--- config.mk ---
export PLATFORM = sky130hd
export DESIGN_NAME = ped_req_sched_flat
export DESIGN_NICKNAME = d
export VERILOG_FILES = /design/src/rtl/ped_req_sched_if.sv /design/src/rtl/ped_req_sched.sv /design/src/flat_wrapper.sv
export SDC_FILE = /design/constraint.sdc
export NUM_CORES = 1
export LEC_CHECK = 0
export ABC_CLOCK_PERIOD_IN_PS = 3250
export CAP_MARGIN = 20
export CORE_UTILIZATION = 54
export CTS_BUF_LIST = sky130_fd_sc_hd__clkbuf_4 sky130_fd_sc_hd__clkbuf_8 sky130_fd_sc_hd__clkbuf_16
export DETAILED_ROUTE_END_ITERATION = 8
export GPL_TIMING_DRIVEN = 0
export HOLD_SLACK_MARGIN = 0.08
export PLACE_DENSITY = 0.75
export SYNTH_ARGS = -nofsm -noshare
export SYNTH_HDL_FRONTEND = slang
export SYNTH_SLANG_ARGS = --single-unit
--- constraint.sdc ---
create_clock -name clk -period 3.25 [get_ports clk]
set_input_delay 0.975 -clock clk [delete_from_list [all_inputs] [get_ports clk]]
set_output_delay 0.975 -clock clk [all_outputs]
set_load 0.02 [all_outputs]
--- src/rtl/ped_req_sched_if.sv ---
// -----------------------------------------------------------------------------
// ped_req_sched_if
//   Handshake bundle between the pedestrian request scheduler and the traffic
//   controller FSM.
//
//   Parameter
//     N_REQ        number of crosswalk request lines
//   Signals
//     serve_req    scheduler -> FSM : request a walk phase
//     serve_id     scheduler -> FSM : crosswalk index being requested/served
//     serve_ack    FSM -> scheduler : one-cycle accept of serve_req
//     serve_done   FSM -> scheduler : one-cycle walk-phase-finished pulse
//     pending      scheduler -> FSM : latched, not-yet-acknowledged requests
//     busy         scheduler -> FSM : scheduler is not idle
//   Modports
//     master       scheduler side
//     slave        traffic FSM side
// -----------------------------------------------------------------------------
interface ped_req_sched_if #(
   parameter int N_REQ = 2
);
   localparam int IDW = (N_REQ > 1) ? $clog2(N_REQ) : 1;

   logic             serve_req;
   logic [IDW-1:0]   serve_id;
   logic             serve_ack;
   logic             serve_done;
   logic [N_REQ-1:0] pending;
   logic             busy;

   modport master (
      output serve_req, serve_id, pending, busy,
      input  serve_ack, serve_done
   );

   modport slave (
      input  serve_req, serve_id, pending, busy,
      output serve_ack, serve_done
   );
endinterface

--- src/rtl/ped_req_sched.sv ---
// -----------------------------------------------------------------------------
// ped_req_sched
//   Collects asynchronous pedestrian push-button requests, synchronizes (and
//   optionally debounces) them, latches them as pending and serves them one at
//   a time, round-robin, to the traffic FSM over a req/ack/done handshake.
//   A hold-off gap of HOLDOFF_CYCLES idle cycles follows every serve_done.
//
//   Parameters
//     N_REQ           number of request inputs (>=1)
//     DB_CYCLES       stable samples needed to change the debounced level (>=1)
//     HOLDOFF_CYCLES  forced idle cycles after serve_done (0 = none)
//   Ports
//     clk             system clock
//     rst_n           asynchronous active-low reset
//     btn_async       raw buttons, asynchronous to clk, active-high
//     sif             ped_req_sched_if.master (serve_req/serve_id/serve_ack/
//                     serve_done/pending/busy)
//   Build option
//     PED_DEBOUNCE_EN defined   : per-input debounce counters before the edge
//                                 detect (edge k -> pending at k+DB_CYCLES+2)
//     PED_DEBOUNCE_EN undefined : edge detect directly on the synchronizer
//                                 output (edge k -> pending at k+2)
// -----------------------------------------------------------------------------
module ped_req_sched #(
   parameter int N_REQ          = 2,
   parameter int DB_CYCLES      = 4,
   parameter int HOLDOFF_CYCLES = 8
) (
   input  logic              clk,
   input  logic              rst_n,
   input  logic [N_REQ-1:0]  btn_async,
   ped_req_sched_if.master   sif
);
   localparam int IDW = (N_REQ > 1) ? $clog2(N_REQ) : 1;
   localparam int HCW = (HOLDOFF_CYCLES > 0) ? $clog2(HOLDOFF_CYCLES + 1) : 1;

   // Elaboration-time guard on parameter legality.
   if (N_REQ < 1 || DB_CYCLES < 1 || HOLDOFF_CYCLES < 0) begin : g_bad_params
      $error("ped_req_sched: illegal parameter value");
   end

   typedef enum logic [1:0] {
      S_IDLE,
      S_REQ,
      S_SERVE,
      S_HOLD
   } state_e;

   // --------------------------------------------------------------------------
   // Input path: 2-flop synchronizer, optional debounce, rising-edge detect
   // --------------------------------------------------------------------------
   logic [N_REQ-1:0] sync1_q, sync2_q;
   logic [N_REQ-1:0] lvl_prev_q, lvl_prev_d;
   logic [N_REQ-1:0] lvl;
   logic [N_REQ-1:0] rise;

`ifdef PED_DEBOUNCE_EN
   localparam int DBW = $clog2(DB_CYCLES + 1);

   logic [N_REQ-1:0] db_lvl_q, db_lvl_d;
   logic [DBW-1:0]   db_cnt_q [N_REQ];
   logic [DBW-1:0]   db_cnt_d [N_REQ];

   // The counter tracks consecutive samples that disagree with the current
   // debounced level; the level flips on the DB_CYCLES-th one.
   always_comb begin
      for (int i = 0; i < N_REQ; i++) begin
         db_lvl_d[i] = db_lvl_q[i];
         db_cnt_d[i] = '0;
         if (sync2_q[i] != db_lvl_q[i]) begin
            if (db_cnt_q[i] == DBW'(DB_CYCLES - 1)) begin
               db_lvl_d[i] = sync2_q[i];
            end else begin
               db_cnt_d[i] = db_cnt_q[i] + DBW'(1);
            end
         end
      end
   end

   always_ff @(posedge clk or negedge rst_n) begin
      if (!rst_n) begin
         db_lvl_q <= '0;
         for (int i = 0; i < N_REQ; i++) db_cnt_q[i] <= '0;
      end else begin
         db_lvl_q <= db_lvl_d;
         for (int i = 0; i < N_REQ; i++) db_cnt_q[i] <= db_cnt_d[i];
      end
   end

   assign lvl = db_lvl_q;
`else
   assign lvl = sync2_q;
`endif

   assign lvl_prev_d = lvl;
   assign rise       = lvl & ~lvl_prev_q;

   // --------------------------------------------------------------------------
   // Scheduler state
   // --------------------------------------------------------------------------
   state_e           state_q, state_d;
   logic             serve_req_q, serve_req_d;
   logic [IDW-1:0]   serve_id_q, serve_id_d;
   logic [IDW-1:0]   last_grant_q, last_grant_d;
   logic [N_REQ-1:0] pending_q, pending_d;
   logic [HCW-1:0]   hold_q, hold_d;
   logic             busy_q, busy_d;
   logic [N_REQ-1:0] clr;

   // First set bit searching upward from last+1, wrapping modulo N_REQ.
   function automatic logic [IDW-1:0] rr_pick(input logic [N_REQ-1:0] req,
                                              input logic [IDW-1:0]   last);
      logic [IDW-1:0] pick;
      logic           found;
      int             idx;
      pick  = '0;
      found = 1'b0;
      for (int off = 1; off <= N_REQ; off++) begin
         idx = (int'(last) + off) % N_REQ;
         if (!found && req[idx]) begin
            pick  = IDW'(idx);
            found = 1'b1;
         end
      end
      return pick;
   endfunction

   // NOTE: every always_comb output gets a default assignment first so no
   // path through the case statement can infer a latch.
   always_comb begin
      state_d      = state_q;
      serve_req_d  = serve_req_q;
      serve_id_d   = serve_id_q;
      last_grant_d = last_grant_q;
      hold_d       = hold_q;
      clr          = '0;

      unique case (state_q)
         S_IDLE: begin
            if (|pending_q) begin
               serve_id_d  = rr_pick(pending_q, last_grant_q);
               serve_req_d = 1'b1;
               state_d     = S_REQ;
            end
         end
         S_REQ: begin
            if (sif.serve_ack) begin
               clr[serve_id_q] = 1'b1;
               last_grant_d    = serve_id_q;
               serve_req_d     = 1'b0;
               state_d         = S_SERVE;
            end
         end
         S_SERVE: begin
            if (sif.serve_done) begin
               if (HOLDOFF_CYCLES > 0) begin
                  hold_d  = HCW'(HOLDOFF_CYCLES);
                  state_d = S_HOLD;
               end else begin
                  state_d = S_IDLE;
               end
            end
         end
         S_HOLD: begin
            // Leaving on the count of 1 gives exactly HOLDOFF_CYCLES in HOLD.
            hold_d = hold_q - HCW'(1);
            if (hold_q == HCW'(1)) state_d = S_IDLE;
         end
         default: state_d = S_IDLE;
      endcase

      // Clear first, then set: a new edge wins over an ack-clear on the same bit.
      pending_d = (pending_q & ~clr) | rise;
      busy_d    = (state_d != S_IDLE);
   end

   // NOTE: sequential state uses non-blocking assignments only, so every flop
   // samples the pre-edge value of every other flop.
   always_ff @(posedge clk or negedge rst_n) begin
      if (!rst_n) begin
         // NOTE: the synchronizer flops are reset too, so the edge detector
         // starts from a known low level and cannot fire spuriously.
         sync1_q      <= '0;
         sync2_q      <= '0;
         lvl_prev_q   <= '0;
         state_q      <= S_IDLE;
         serve_req_q  <= 1'b0;
         serve_id_q   <= '0;
         last_grant_q <= IDW'(N_REQ - 1);
         pending_q    <= '0;
         hold_q       <= '0;
         busy_q       <= 1'b0;
      end else begin
         sync1_q      <= btn_async;
         sync2_q      <= sync1_q;
         lvl_prev_q   <= lvl_prev_d;
         state_q      <= state_d;
         serve_req_q  <= serve_req_d;
         serve_id_q   <= serve_id_d;
         last_grant_q <= last_grant_d;
         pending_q    <= pending_d;
         hold_q       <= hold_d;
         busy_q       <= busy_d;
      end
   end

   assign sif.serve_req = serve_req_q;
   assign sif.serve_id  = serve_id_q;
   assign sif.pending   = pending_q;
   assign sif.busy      = busy_q;

endmodule

--- src/flat_wrapper.sv ---
// flat-port wrapper written by rule: the top's interface ports become plain ports
module ped_req_sched_flat 
#(
   parameter int N_REQ          = 2,
   parameter int DB_CYCLES      = 4,
   parameter int HOLDOFF_CYCLES = 8
)
  (clk, rst_n, btn_async, sif_serve_req, sif_serve_id, sif_pending, sif_busy, sif_serve_ack, sif_serve_done);
  ped_req_sched_if #(.N_REQ(N_REQ)) sif_i ();
  input  logic clk;
  input  logic rst_n;
  input  logic [N_REQ-1:0] btn_async;
  output wire logic [$bits(sif_i.serve_req)-1:0] sif_serve_req;
  output wire logic [$bits(sif_i.serve_id)-1:0] sif_serve_id;
  output wire logic [$bits(sif_i.pending)-1:0] sif_pending;
  output wire logic [$bits(sif_i.busy)-1:0] sif_busy;
  input wire logic [$bits(sif_i.serve_ack)-1:0] sif_serve_ack;
  input wire logic [$bits(sif_i.serve_done)-1:0] sif_serve_done;
  assign sif_serve_req = sif_i.serve_req;
  assign sif_serve_id = sif_i.serve_id;
  assign sif_pending = sif_i.pending;
  assign sif_busy = sif_i.busy;
  assign sif_i.serve_ack = sif_serve_ack;
  assign sif_i.serve_done = sif_serve_done;
  ped_req_sched #(.N_REQ(N_REQ), .DB_CYCLES(DB_CYCLES), .HOLDOFF_CYCLES(HOLDOFF_CYCLES)) u_core (.clk(clk), .rst_n(rst_n), .btn_async(btn_async), .sif(sif_i));
endmodule
Word level (Yosys, flattened, before mapping)
Cells that the tools add are included.

operators by class
  add/sub/neg operators = 3
  $lt $le $gt $ge = 4
  equality and inequality tests = 7
  mux-type cells = 25
  bitwise logic cells = 7
  reduce and logical (&&, ||, !) cells = 12

operator list
  operator                                                    number
  two-way mux 1 bit                                           14
  two-way mux 2 bit                                           6
  case mux 2 bit (4 select lines)                             1
  case mux 4 bit (2 select lines)                             1
  less-than comparator 2 x 3 -> 1 bit, second input constant  2
  AND reduction 2 bit                                         3
  nonzero test 2 bit                                          3
  bitwise AND 2 bit                                           2
  equality test 2 bit, second input constant                  2
  equality test 4 x 1 -> 1 bit, second input constant         1
  two-way mux 4 bit                                           1
  inequality test 2 bit, second input constant                2
  NOT 2 bit                                                   2
  subtractor 4 x 1 -> 4 bit, second input constant            1
  AND reduction 3 bit                                         1
  adder 1 bit, second input constant                          2
  bitwise AND 1 bit, first input constant                     2
  equality test 2 x 1 -> 1 bit, second input constant         1
  logical AND 1 bit                                           2
  logical NOT 2 bit                                           1
  less-than comparator 1 x 2 -> 1 bit, second input constant  1
  inequality test 2 x 1 -> 1 bit, second input constant       1
  bitwise OR 2 bit                                            1
  case mux 1 bit (2 select lines)                             1
  other kinds (4)                                             4

word-level totals
  flip-flop bits (word level) = 18
  input port bits = 6
  output and inout bits = 5
  word-level logic and storage cells = 68

Longest topological paths before layout
Gate-level depths: netlist of the first run.

  depth in word-level cells = 11
  mapped depth = 5
  mapped depth without buffers = 5

Worst setup path before layout of the first run
OpenSTA, ideal clock, no wires.

  path kind = register -> output
  start = register u_core.pending_q[1] (netlist: u_core.sif.pending[1])
  end = output port sif_pending[1]
  data arrival time = 491 ps
  path slack = 1784 ps
  stages on the path, launching flop included = 1
  path through = dfrtp_1

RTL lines
  item                      line                  text
  start: declaration        ped_req_sched.sv:105  logic [N_REQ-1:0] pending_q, pending_d;
  start signal: assignment  ped_req_sched.sv:201  pending_q <= pending_d;
  end: declaration          flat_wrapper.sv:15    output wire logic [$bits(sif_i.pending)-1:0] sif_pending;

No word-level cell between the ends.

Worst setup path in the final report of the first run
  start = register u_core.pending_q[1] (netlist: u_core.sif.pending[1])
  end = output port sif_pending[1]

No word-level cell between the ends.

==> impl_metrics.csv, run 1 <==
group,metric,value,unit
critical_path,cp_cell_sequence,"clkdlybuf4s50_1",
cts,cts_tree,"yes",
yosys,synth_nets,72,
floorplanning,die-area,1558,µm²
critical_path,startpoint_type,"flop",
cts,post_cts_buffers,0,
yosys,synth_simple_gate_area_share,13.70,%
routing,vias_per_cell,5.344,
cts,insertion_delay,0.29,ns
yosys,synth_area,758.2,µm²
global_route,grt_overflow,0,
placed_design,portBuffers,10,
final_layout,fin_cells,93,
cts,post_cts_resized,0,
cts,cts_made_buffers,3,
yosys,synth_area_leaders,"dfrtp_1 56%, o21ai_0 4.0%, dfstp_2 3.5%, inv_1 3.5%, nand2_1 3.5%",
sta,fin_crit,2.366,ns
global_route,grt_pass1_wl,1911,µm
yosys,synth_area_leader_cell,"dfrtp_1",
cts,htreeDepth,1,
power_and_ir_drop,switching_share,36.42,%
sta,whs,0.3577,ns
critical_path,cpPeakStageDelay,0.64,ns
final_layout,nNetsFinal,87,
floorplanning,start_util,58.27,%
sta,max_slew.worst_pin.slew,0.7728,ns
yosys,ys_ff_latch,18,
floorplanning,die_h,39.47,µm
critical_path,cp.arrival,1.39,ns
floorplanning,fp.coreArea,1301,µm²
sta,drv_slew,0,
yosys,syn_inst,64,
run,cap_violations,0,
yosys,synth-seq-area-share,59.57,%
floorplanning,die_w,39.47,µm
critical_path,crit_family,"buffers and inverters",
critical_path,cp_max_fo,7,
sta,setup_viol,0,
power_and_ir_drop,internal_power,535.9,µW
routing,drc,0,
yosys,synth_xor_area_share,0,%
sta,fmax,0.4226,GHz
cts,ctsHoldBuffers,0,
routing,vias,497,
sta,finalHoldViolCount,0,
global_route,gr-usage-all-layers,20.37,%
cts,path_clk_slew,0.10,ns
global_route,antenna_found_initial,0,
critical_path,worstPathRequired,2.27,ns
status,status,"finished clean",
critical_path,crit_path_end_kind,"output pin",
min_path,holdPathStages,0,
cts,clock_path_buffers,2,
yosys,yosys.cell_types.count,23,
critical_path,worstSetupPathDepth,1,
power_and_ir_drop,combPwrFrac,41.5,%
routing,dr.pass1.iters,4,
cts,clock-sinks,18,
yosys,yosysTopAreaCellShare,56.11,%
power_and_ir_drop,vdd_drop_max,511.9,µV
global_route,first_global_vias,441,
power_and_ir_drop,clkPwrFrac,15.9,%
placed_design,finalWeightedCongestion,0.6535,
routing,ant_nets,0,
critical_path,critPathKind,"reg -> out",
power_and_ir_drop,power.leakage,0.0004144,µW
critical_path,path_buf_inv,1,
routing,wirelength,1243,µm
yosys,synth_top_family_by_area,"compound AO/OA/AOI/OAI gates",
critical_path,rr_worst_depth,5,
critical_path,ff2ff_setup_slack,2.06,ns
min_path,min_path_type,"reg -> reg",
routing,wire_per_inst,13.37,µm
power_and_ir_drop,power_density,922.8,nW/µm²
yosys,synth_compound_area_share,15.68,%
placed_design,dp.cells,89,
sta,rsz0062_at_grt,"no",
power_and_ir_drop,p_sw,307.0,µW
yosys,synth_warnings,0,
floorplanning,io_pins,11,
yosys,synthMuxAreaShare,1.320,%
floorplanning,row_count,13,
final_layout,syn_to_final_growth,20.46,%
sta,finalCritPeriodShare,72.81,%
global_route,grt_max_degree,19,
final_layout,n_antenna_cell,0,
final_layout,drive_above_1_share,16.67,%
sta,tns,0,ns
power_and_ir_drop,p_seq_share,42.6,%
routing,drtIter0Drc,6,
yosys,avgSynthCellArea,11.85,µm²
sta,clock_skew,0.0004258,ns
cts,cts_root_buffer,"clkbuf_4",
yosys,synth-adder-area-share,3.300,%
critical_path,critical-path-slowest-cell,"clkdlybuf4s50_1",
placed_design,hpwl,842.6,µm
sta,max_slew_margin,48.32,%
[cell families (layout without fill, tap and decap cells)]
family,after synthesis,in the layout
muxes,1,1
AOI/OAI and AO/OA,19,19
DFF,18,18
buffers and inverters,9,23
and+or+nand+nor,15,15
adders and majority gates,2,2
[area by class of cell]
type	count	area, µm²
Tap cell	15	18.77
Sequential cell	18	451.7
Multi-Input combinational cell	37	257.7
Buffer	2	22.52
Inverter	7	26.28
Timing Repair Buffer	10	100.1
Clock buffer	4	36.28
Fill cell	95	387.9
[power by group through the flow]
stage / Combinational [µW] / Sequential [µW] / Clock, µW
finish: 350 / 359 / 134
global route: 388 / 370 / 146
CTS: 357 / 359 / 139
detailed placement: 347 / 363 / 0
global placement: 331 / 360 / 0
floorplan: 217 / 380 / 0
[Yosys cell counts]
cell type / count
o31ai_1: 1
nand3b_4: 1
dfrtp_1: 17
o21ai_0: 6
a22o_2: 1
mux2i_1: 1
a21oi_2: 1
inv_1: 7
dfstp_2: 1
o21ai_1: 5
nor3_2: 1
and2b_1: 1
nand2_1: 7
and4bb_4: 1
nand2b_1: 1
nor4_1: 1
buf_6: 2
ha_1: 2
nand3b_1: 1
a21oi_1: 3
o21ai_4: 1
a31oi_1: 1
nor2_1: 1
[stage by stage]
| step | utilization [%] | area, µm² | power, µW | setup slack (ns) |
|---|---|---|---|---|
| CTS | 70.19 | 913.4 | 854.8 | 0.8871 |
| global placement | 67.40 | 877.1 | 691.1 | 1.217 |
| global route | 70.19 | 913.4 | 904.6 | 0.8296 |
| finish | 70.19 | 913.4 | 842.8 | 0.8838 |
| floorplan | - | 758.2 | 596.8 | 1.784 |
| detailed placement | 67.40 | 877.1 | 710.1 | 1.216 |
[sequential cells by signal (all words and copies together), names as in the netlist]
signal,flops
u_core.hold_q,4
u_core.lvl,2
u_core.lvl_prev_q,2
u_core.sif.pending,2
u_core.state_q,2
u_core.sync1_q,2
u_core.last_grant_q,1
u_core.sif.busy,1
u_core.sif.serve_id,1
u_core.sif.serve_req,1
[placed cells by master, fill, tap and decap left out, types with 2 or more instances in the layout]
| master | n |
|---|---|
| dfrtp_1 | 17 |
| clkdlybuf4s50_1 | 10 |
| inv_1 | 7 |
| nand2_1 | 7 |
| o21ai_0 | 6 |
| o21ai_1 | 5 |
| a21oi_1 | 3 |
| clkbuf_4 | 3 |
| buf_6 | 2 |
| ha_1 | 2 |
[metal layers]
layer,up-vias,global-route usage (%),routed length [µm],part of all wire [%]
met5,-,0,0,0
met4,0,15.52,39,3.1
met3,4,5.114,44,3.5
met2,12,31.97,620,50
met1,235,23.48,538,43
li1,246,-,-,-
[final timing paths]
path | start | end
max in group asynchronous | rst_n | u_core.sync1_q[1]$_DFF_PN0_
worst max register to register | u_core.hold_q[0]$_DFFE_PN0P_ | u_core.hold_q[2]$_DFFE_PN0P_
min in group asynchronous | rst_n | u_core.sif.serve_id$_DFFE_PN0P_
worst min register to register | u_core.sync1_q[1]$_DFF_PN0_ | u_core.lvl[1]$_DFF_PN0_
worst max-delay path | u_core.sif.pending[1]$_DFF_PN0_ | sif_pending[1]
worst min-delay path | u_core.sync1_q[1]$_DFF_PN0_ | u_core.lvl[1]$_DFF_PN0_
Note: power is estimated with default switching activity, not from simulation.
==> run 2: changes to the inputs <==
--- a/config.mk
+++ b/config.mk
@@ -5,14 +5,14 @@
 export SDC_FILE = /design/constraint.sdc
 export NUM_CORES = 1
 export LEC_CHECK = 0
-export ABC_CLOCK_PERIOD_IN_PS = 3250
+export ABC_CLOCK_PERIOD_IN_PS = 2300
 export CAP_MARGIN = 20
-export CORE_UTILIZATION = 54
+export CORE_UTILIZATION = 50
 export CTS_BUF_LIST = sky130_fd_sc_hd__clkbuf_4 sky130_fd_sc_hd__clkbuf_8 sky130_fd_sc_hd__clkbuf_16
 export DETAILED_ROUTE_END_ITERATION = 8
 export GPL_TIMING_DRIVEN = 0
 export HOLD_SLACK_MARGIN = 0.08
-export PLACE_DENSITY = 0.75
+export PLACE_DENSITY = 0.7
 export SYNTH_ARGS = -nofsm -noshare
 export SYNTH_HDL_FRONTEND = slang
 export SYNTH_SLANG_ARGS = --single-unit
==> constraint.sdc (replaced) <==
create_clock -name clk -period 2.3 [get_ports clk]
set_input_delay 0.69 -clock clk [delete_from_list [all_inputs] [get_ports clk]]
set_output_delay 0.69 -clock clk [all_outputs]
set_load 0.02 [all_outputs]
==> run 2 against run 1 <==
Final cell count unchanged. Non-clock buffer count did not move. Sequential share of layout area is 0.34 points higher. Global-route usage shrank 3.8 points. Clock power is 28% higher. Clock-buffer cell count is the same. Final area fell by 0.68%. Clock skew rose by 0.0089 ns.
==> impl_metrics.csv, run 2 (synthesis gave the netlist of run 1 again) <==
group,metric,value,unit
status,status,"finished clean",
power_and_ir_drop,combPwrFrac,41.5,%
placed_design,hpwl,795,µm
critical_path,cpPeakStageDelay,0.64,ns
floorplanning,io_pins,11,
min_path,min_path_type,"reg -> reg",
floorplanning,fp.coreArea,1350,µm²
placed_design,finalWeightedCongestion,0.6464,
routing,dr.pass1.iters,4,
sta,rsz0062_at_grt,"no",
power_and_ir_drop,power_density,1278,nW/µm²
cts,cts_tree,"yes",
sta,finalCritPeriodShare,90.53,%
final_layout,mostFrequentLayoutCell,"dfrtp_1",
final_layout,n_antenna_cell,0,
floorplanning,die-area,1676,µm²
cts,post_cts_buffers,0,
power_and_ir_drop,vdd_drop_max,549.2,µV
power_and_ir_drop,p_seq_share,43.6,%
power_and_ir_drop,clkPwrFrac,14.8,%
critical_path,path_buf_inv,1,
sta,max_slew.worst_pin.slew,0.7671,ns
critical_path,startpoint_type,"flop",
final_layout,largest_reg_flops,4,
routing,drc,0,
power_and_ir_drop,switching_share,36.41,%
critical_path,critPathKind,"reg -> out",
global_route,first_global_vias,416,
routing,drtIter0Drc,7,
global_route,grt_overflow,0,
critical_path,crit_path_end_kind,"output pin",
final_layout,fin_cells,93,
final_layout,max_flop_register,"u_core.hold_q",
critical_path,cp.arrival,1.39,ns
sta,clock_skew,0.009283,ns
sta,fin_crit,2.082,ns
global_route,antenna_found_initial,0,
min_path,min_to,"u_core.lvl[1]$_DFF_PN0_",
critical_path,r2r-start,"u_core.hold_q[0]$_DFFE_PN0P_",
final_layout,nNetsFinal,87,
sta,tns,0,ns
sta,drv_slew,0,
sta,finalHoldViolCount,0,
min_path,holdPathStages,0,
cts,htreeDepth,1,
global_route,gr-usage-all-layers,16.55,%
power_and_ir_drop,p_sw,422.2,µW
min_path,hp-start,"u_core.sync1_q[1]$_DFF_PN0_",
routing,vias,501,
sta,setup_viol,0,
final_layout,syn_to_final_growth,19.64,%
critical_path,crit_family,"buffers and inverters",
placed_design,portBuffers,10,
cts,cts_made_buffers,3,
placed_design,dp.cells,89,
final_layout,drive_above_1_share,16.67,%
critical_path,cp_max_fo,7,
cts,post_cts_resized,0,
cts,insertion_delay,0.29,ns
critical_path,rr_worst_depth,5,
floorplanning,row_count,13,
cts,path_clk_slew,0.09,ns
routing,wirelength,1180,µm
routing,vias_per_cell,5.387,
critical_path,cp_cell_sequence,"clkdlybuf4s50_1",
cts,clock-sinks,18,
critical_path,rr_endpoint,"u_core.hold_q[2]$_DFFE_PN0P_",
routing,ant_nets,0,
power_and_ir_drop,internal_power,737.5,µW
cts,clock_path_buffers,2,
global_route,grt_pass1_wl,1731,µm
floorplanning,die_h,40.94,µm
cts,cts_root_buffer,"clkbuf_4",
critical_path,critical-path-slowest-cell,"clkdlybuf4s50_1",
cts,ctsHoldBuffers,0,
global_route,grt_max_degree,19,
run,cap_violations,0,
sta,max_slew_margin,48.70,%
critical_path,worstPathRequired,1.61,ns
floorplanning,start_util,56.16,%
sta,fmax,0.4803,GHz
floorplanning,die_w,40.94,µm
final_layout,mostFrequentLayoutCells,"17 x dfrtp_1, 10 x clkdlybuf4s50_1, 7 x inv_1, 7 x nand2_1, 6 x o21ai_0",
routing,wire_per_inst,12.69,µm
critical_path,ff2ff_setup_slack,1.10,ns
power_and_ir_drop,power.leakage,0.0004118,µW
run 2: changes by cell type in the layout (fill, tap and decap cells not counted):
cell,change
clkbuf_8,-1
clkbuf_4,+1
run 2: power by group through the flow:
stage	clock (µW)	combinational (µW)	sequential, µW
floorplan	0	306	537
global placement	0	469	510
detailed placement	0	480	513
CTS	180	485	506
global route	192	530	524
finish	172	482	506
run 2: area by class of cell:
class	count	area (µm²)
Sequential cell	18	451.7
Fill cell	109	442.9
Multi-Input combinational cell	37	257.7
Timing Repair Buffer	10	100.1
Clock buffer	4	30.03
Inverter	7	26.28
Buffer	2	22.52
Tap cell	15	18.77
run 2: metal layers:
layer	GRT usage, %	part of all wire, %	vias up
li1	-	-	246
met2	26.56	47	13
met5	0	0	-
met4	10.00	0.51	0
met3	3.261	5.3	2
met1	20.28	47	240
run 2: through the flow:
step / hold WS [ns] / util, % / total power [µW] / instance area (µm²) / setup WS, ns
finish: 0.3603 / 67.19 / 1160 / 907.1 / 0.2178
floorplan: 0.3312 / - / 843.2 / 758.2 / 1.119
global route: 0.3685 / 67.19 / 1246 / 907.1 / 0.1583
detailed placement: 0.3411 / 64.97 / 992.6 / 877.1 / 0.5313
global placement: 0.3346 / 64.97 / 978.7 / 877.1 / 0.5475
CTS: 0.3639 / 67.19 / 1172 / 907.1 / 0.2050
run 2: worst max-delay path by stage:
stage	startpoint	endpoint	cells past startpoint
global placement	u_core.sif.pending[1]$_DFF_PN0_	sif_pending[1]	1
detailed placement	u_core.sif.pending[1]$_DFF_PN0_	sif_pending[1]	1
CTS	u_core.sif.pending[1]$_DFF_PN0_	sif_pending[1]	1
global route	u_core.sif.pending[1]$_DFF_PN0_	sif_pending[1]	1
finish	u_core.sif.pending[1]$_DFF_PN0_	sif_pending[1]	1
floorplan	u_core.sif.pending[1]$_DFF_PN0_	sif_pending[1]	0
==> run 3: changes to the inputs <==
--- a/config.mk
+++ b/config.mk
@@ -7,6 +7,7 @@
 export LEC_CHECK = 0
 export ABC_CLOCK_PERIOD_IN_PS = 2300
 export CAP_MARGIN = 20
+export CORE_MARGIN = 1.5
 export CORE_UTILIZATION = 50
 export CTS_BUF_LIST = sky130_fd_sc_hd__clkbuf_4 sky130_fd_sc_hd__clkbuf_8 sky130_fd_sc_hd__clkbuf_16
 export DETAILED_ROUTE_END_ITERATION = 8
==> run 3 against run 2 <==
Sequential cell count unchanged. Routed wire length is 3.6% lower. Sequential power about the same. Highest routed layer unchanged. Clock power rose by 12%. Power rose by 1.1%. Critical path depth did not move.
==> impl_metrics.csv, run 3 (synthesis gave the netlist of run 1 again) <==
group,metric,value,unit
cts,post_cts_buffers,0,
critical_path,startpoint,"u_core.sif.pending[1]$_DFF_PN0_",
cts,clock-sinks,18,
critical_path,crit_family,"buffers and inverters",
routing,wire_per_inst,12.23,µm
placed_design,portBuffers,10,
status,status,"finished clean",
sta,drv_slew,0,
placed_design,hpwl,805.6,µm
global_route,antenna_found_initial,0,
routing,wl_met2,509,µm
sta,rsz0062_at_grt,"no",
critical_path,critPathKind,"reg -> out",
cts,htreeDepth,1,
routing,drtIter0Drc,9,
global_route,grt_max_degree,19,
cts,ctsHoldBuffers,0,
power_and_ir_drop,vdd_drop_max,547.9,µV
routing,dr.max_layer_used,"met4",
global_route,grt_pass1_wl,2083,µm
floorplanning,die_h,41.94,µm
cts,clock_path_buffers,2,
placed_design,finalWeightedCongestion,0.6947,
sta,max_slew.worst_pin.slew,0.7808,ns
run,cap_violations,0,
critical_path,critical-path-slowest-cell,"clkdlybuf4s50_1",
floorplanning,fp.coreArea,1350,µm²
routing,vias_per_cell,5.183,
floorplanning,start_util,56.16,%
final_layout,syn_to_final_growth,20.46,%
sta,finalHoldViolCount,0,
critical_path,cp_cell_sequence,"clkdlybuf4s50_1",
floorplanning,io_pins,11,
routing,wl_met1,553,µm
final_layout,drive_above_1_share,16.67,%
critical_path,path_buf_inv,1,
final_layout,mostFrequentLayoutCell,"dfrtp_1",
sta,fin_crit,2.079,ns
power_and_ir_drop,finalPower,1173,µW
critical_path,cp.arrival,1.39,ns
sta,clock_skew,0.002073,ns
min_path,hp-start,"u_core.sync1_q[1]$_DFF_PN0_",
power_and_ir_drop,power_density,1284,nW/µm²
critical_path,crit_path_end_kind,"output pin",
critical_path,cp_max_fo,7,
critical_path,cpPeakStageDelay,0.64,ns
sta,finalCritPeriodShare,90.37,%
routing,ant_nets,0,
cts,cts_root_buffer,"clkbuf_4",
floorplanning,row_count,13,
cts,insertion_delay,0.29,ns
cts,cts_made_buffers,3,
cts,post_cts_resized,0,
final_layout,largest_reg_flops,4,
cts,cts_tree,"yes",
final_layout,nNetsFinal,87,
floorplanning,die-area,1759,µm²
routing,dr.pass1.iters,4,
sta,fmax,0.4811,GHz
sta,max_slew_margin,47.78,%
floorplanning,die_w,41.94,µm
global_route,grt_overflow,0,
final_layout,n_antenna_cell,0,
global_route,gr-usage-all-layers,16.61,%
routing,vias,482,
min_path,min_path_type,"reg -> reg",
critical_path,startpoint_type,"flop",
global_route,first_global_vias,488,
cts,path_clk_slew,0.10,ns
routing,wirelength,1137,µm
sta,tns,0,ns
routing,drc,0,
final_layout,mostFrequentLayoutCells,"17 x dfrtp_1, 10 x clkdlybuf4s50_1, 7 x inv_1, 7 x nand2_1, 6 x o21ai_0",
routing,wl_met3,61,µm
sta,setup_viol,0,
critical_path,worstPathRequired,1.61,ns
power_and_ir_drop,power.leakage,0.0004144,µW
critical_path,r2r-start,"u_core.hold_q[0]$_DFFE_PN0P_",
final_layout,max_flop_register,"u_core.hold_q",
-- run 3: per-stage QoR --
step                hold WS, ns  cell area (µm²)  utilization [%]  std cells  setup slack [ns]
global placement         0.3344            877.1            64.97         89            0.5542
finish                   0.3619            913.4            67.66         93            0.2215
global route             0.3687            913.4            67.66         93            0.1234
CTS                      0.3656            913.4            67.66         93            0.1989
detailed placement       0.3411            877.1            64.97         89            0.5378
floorplan                0.3312            758.2                -         64             1.119
-- run 3: metal layers --
layer,vias to the layer above,GRT usage (%)
li1,244,-
met1,221,20.63
met2,15,24.38
met3,2,6.522
met4,0,9.677
met5,-,0
-- run 3: path summary, 6_finish.rpt --
check                                                  end  slack [ns]  cells past startpoint
max                                         sif_pending[1]        0.22                      1
min                                u_core.lvl[1]$_DFF_PN0_        0.36                      0
max in group asynchronous  u_core.sif.serve_id$_DFFE_PN0P_        0.97                      1
min reg2reg                        u_core.lvl[1]$_DFF_PN0_        0.36                      0
max reg2reg                   u_core.hold_q[2]$_DFFE_PN0P_        1.15                      5
min in group asynchronous      u_core.sync1_q[0]$_DFF_PN0_        0.85                      1
-- run 3: where the power goes --
group / internal, µW / switching, µW
combinational: 236 / 238
sequential: 421 / 84.9
clock: 96.4 / 95.6
total: 754 / 419
-- run 3: final cells by class --
| class | instances | area, µm² |
|---|---|---|
| fillers | 106 | 436.7 |
| plain buffers | 2 | 22.52 |
| repair buffers | 10 | 100.1 |
| multi-input cells | 37 | 257.7 |
| well taps | 15 | 18.77 |
| flip-flops and latches | 18 | 451.7 |
| clock buffers | 4 | 36.28 |
| inverters | 7 | 26.28 |
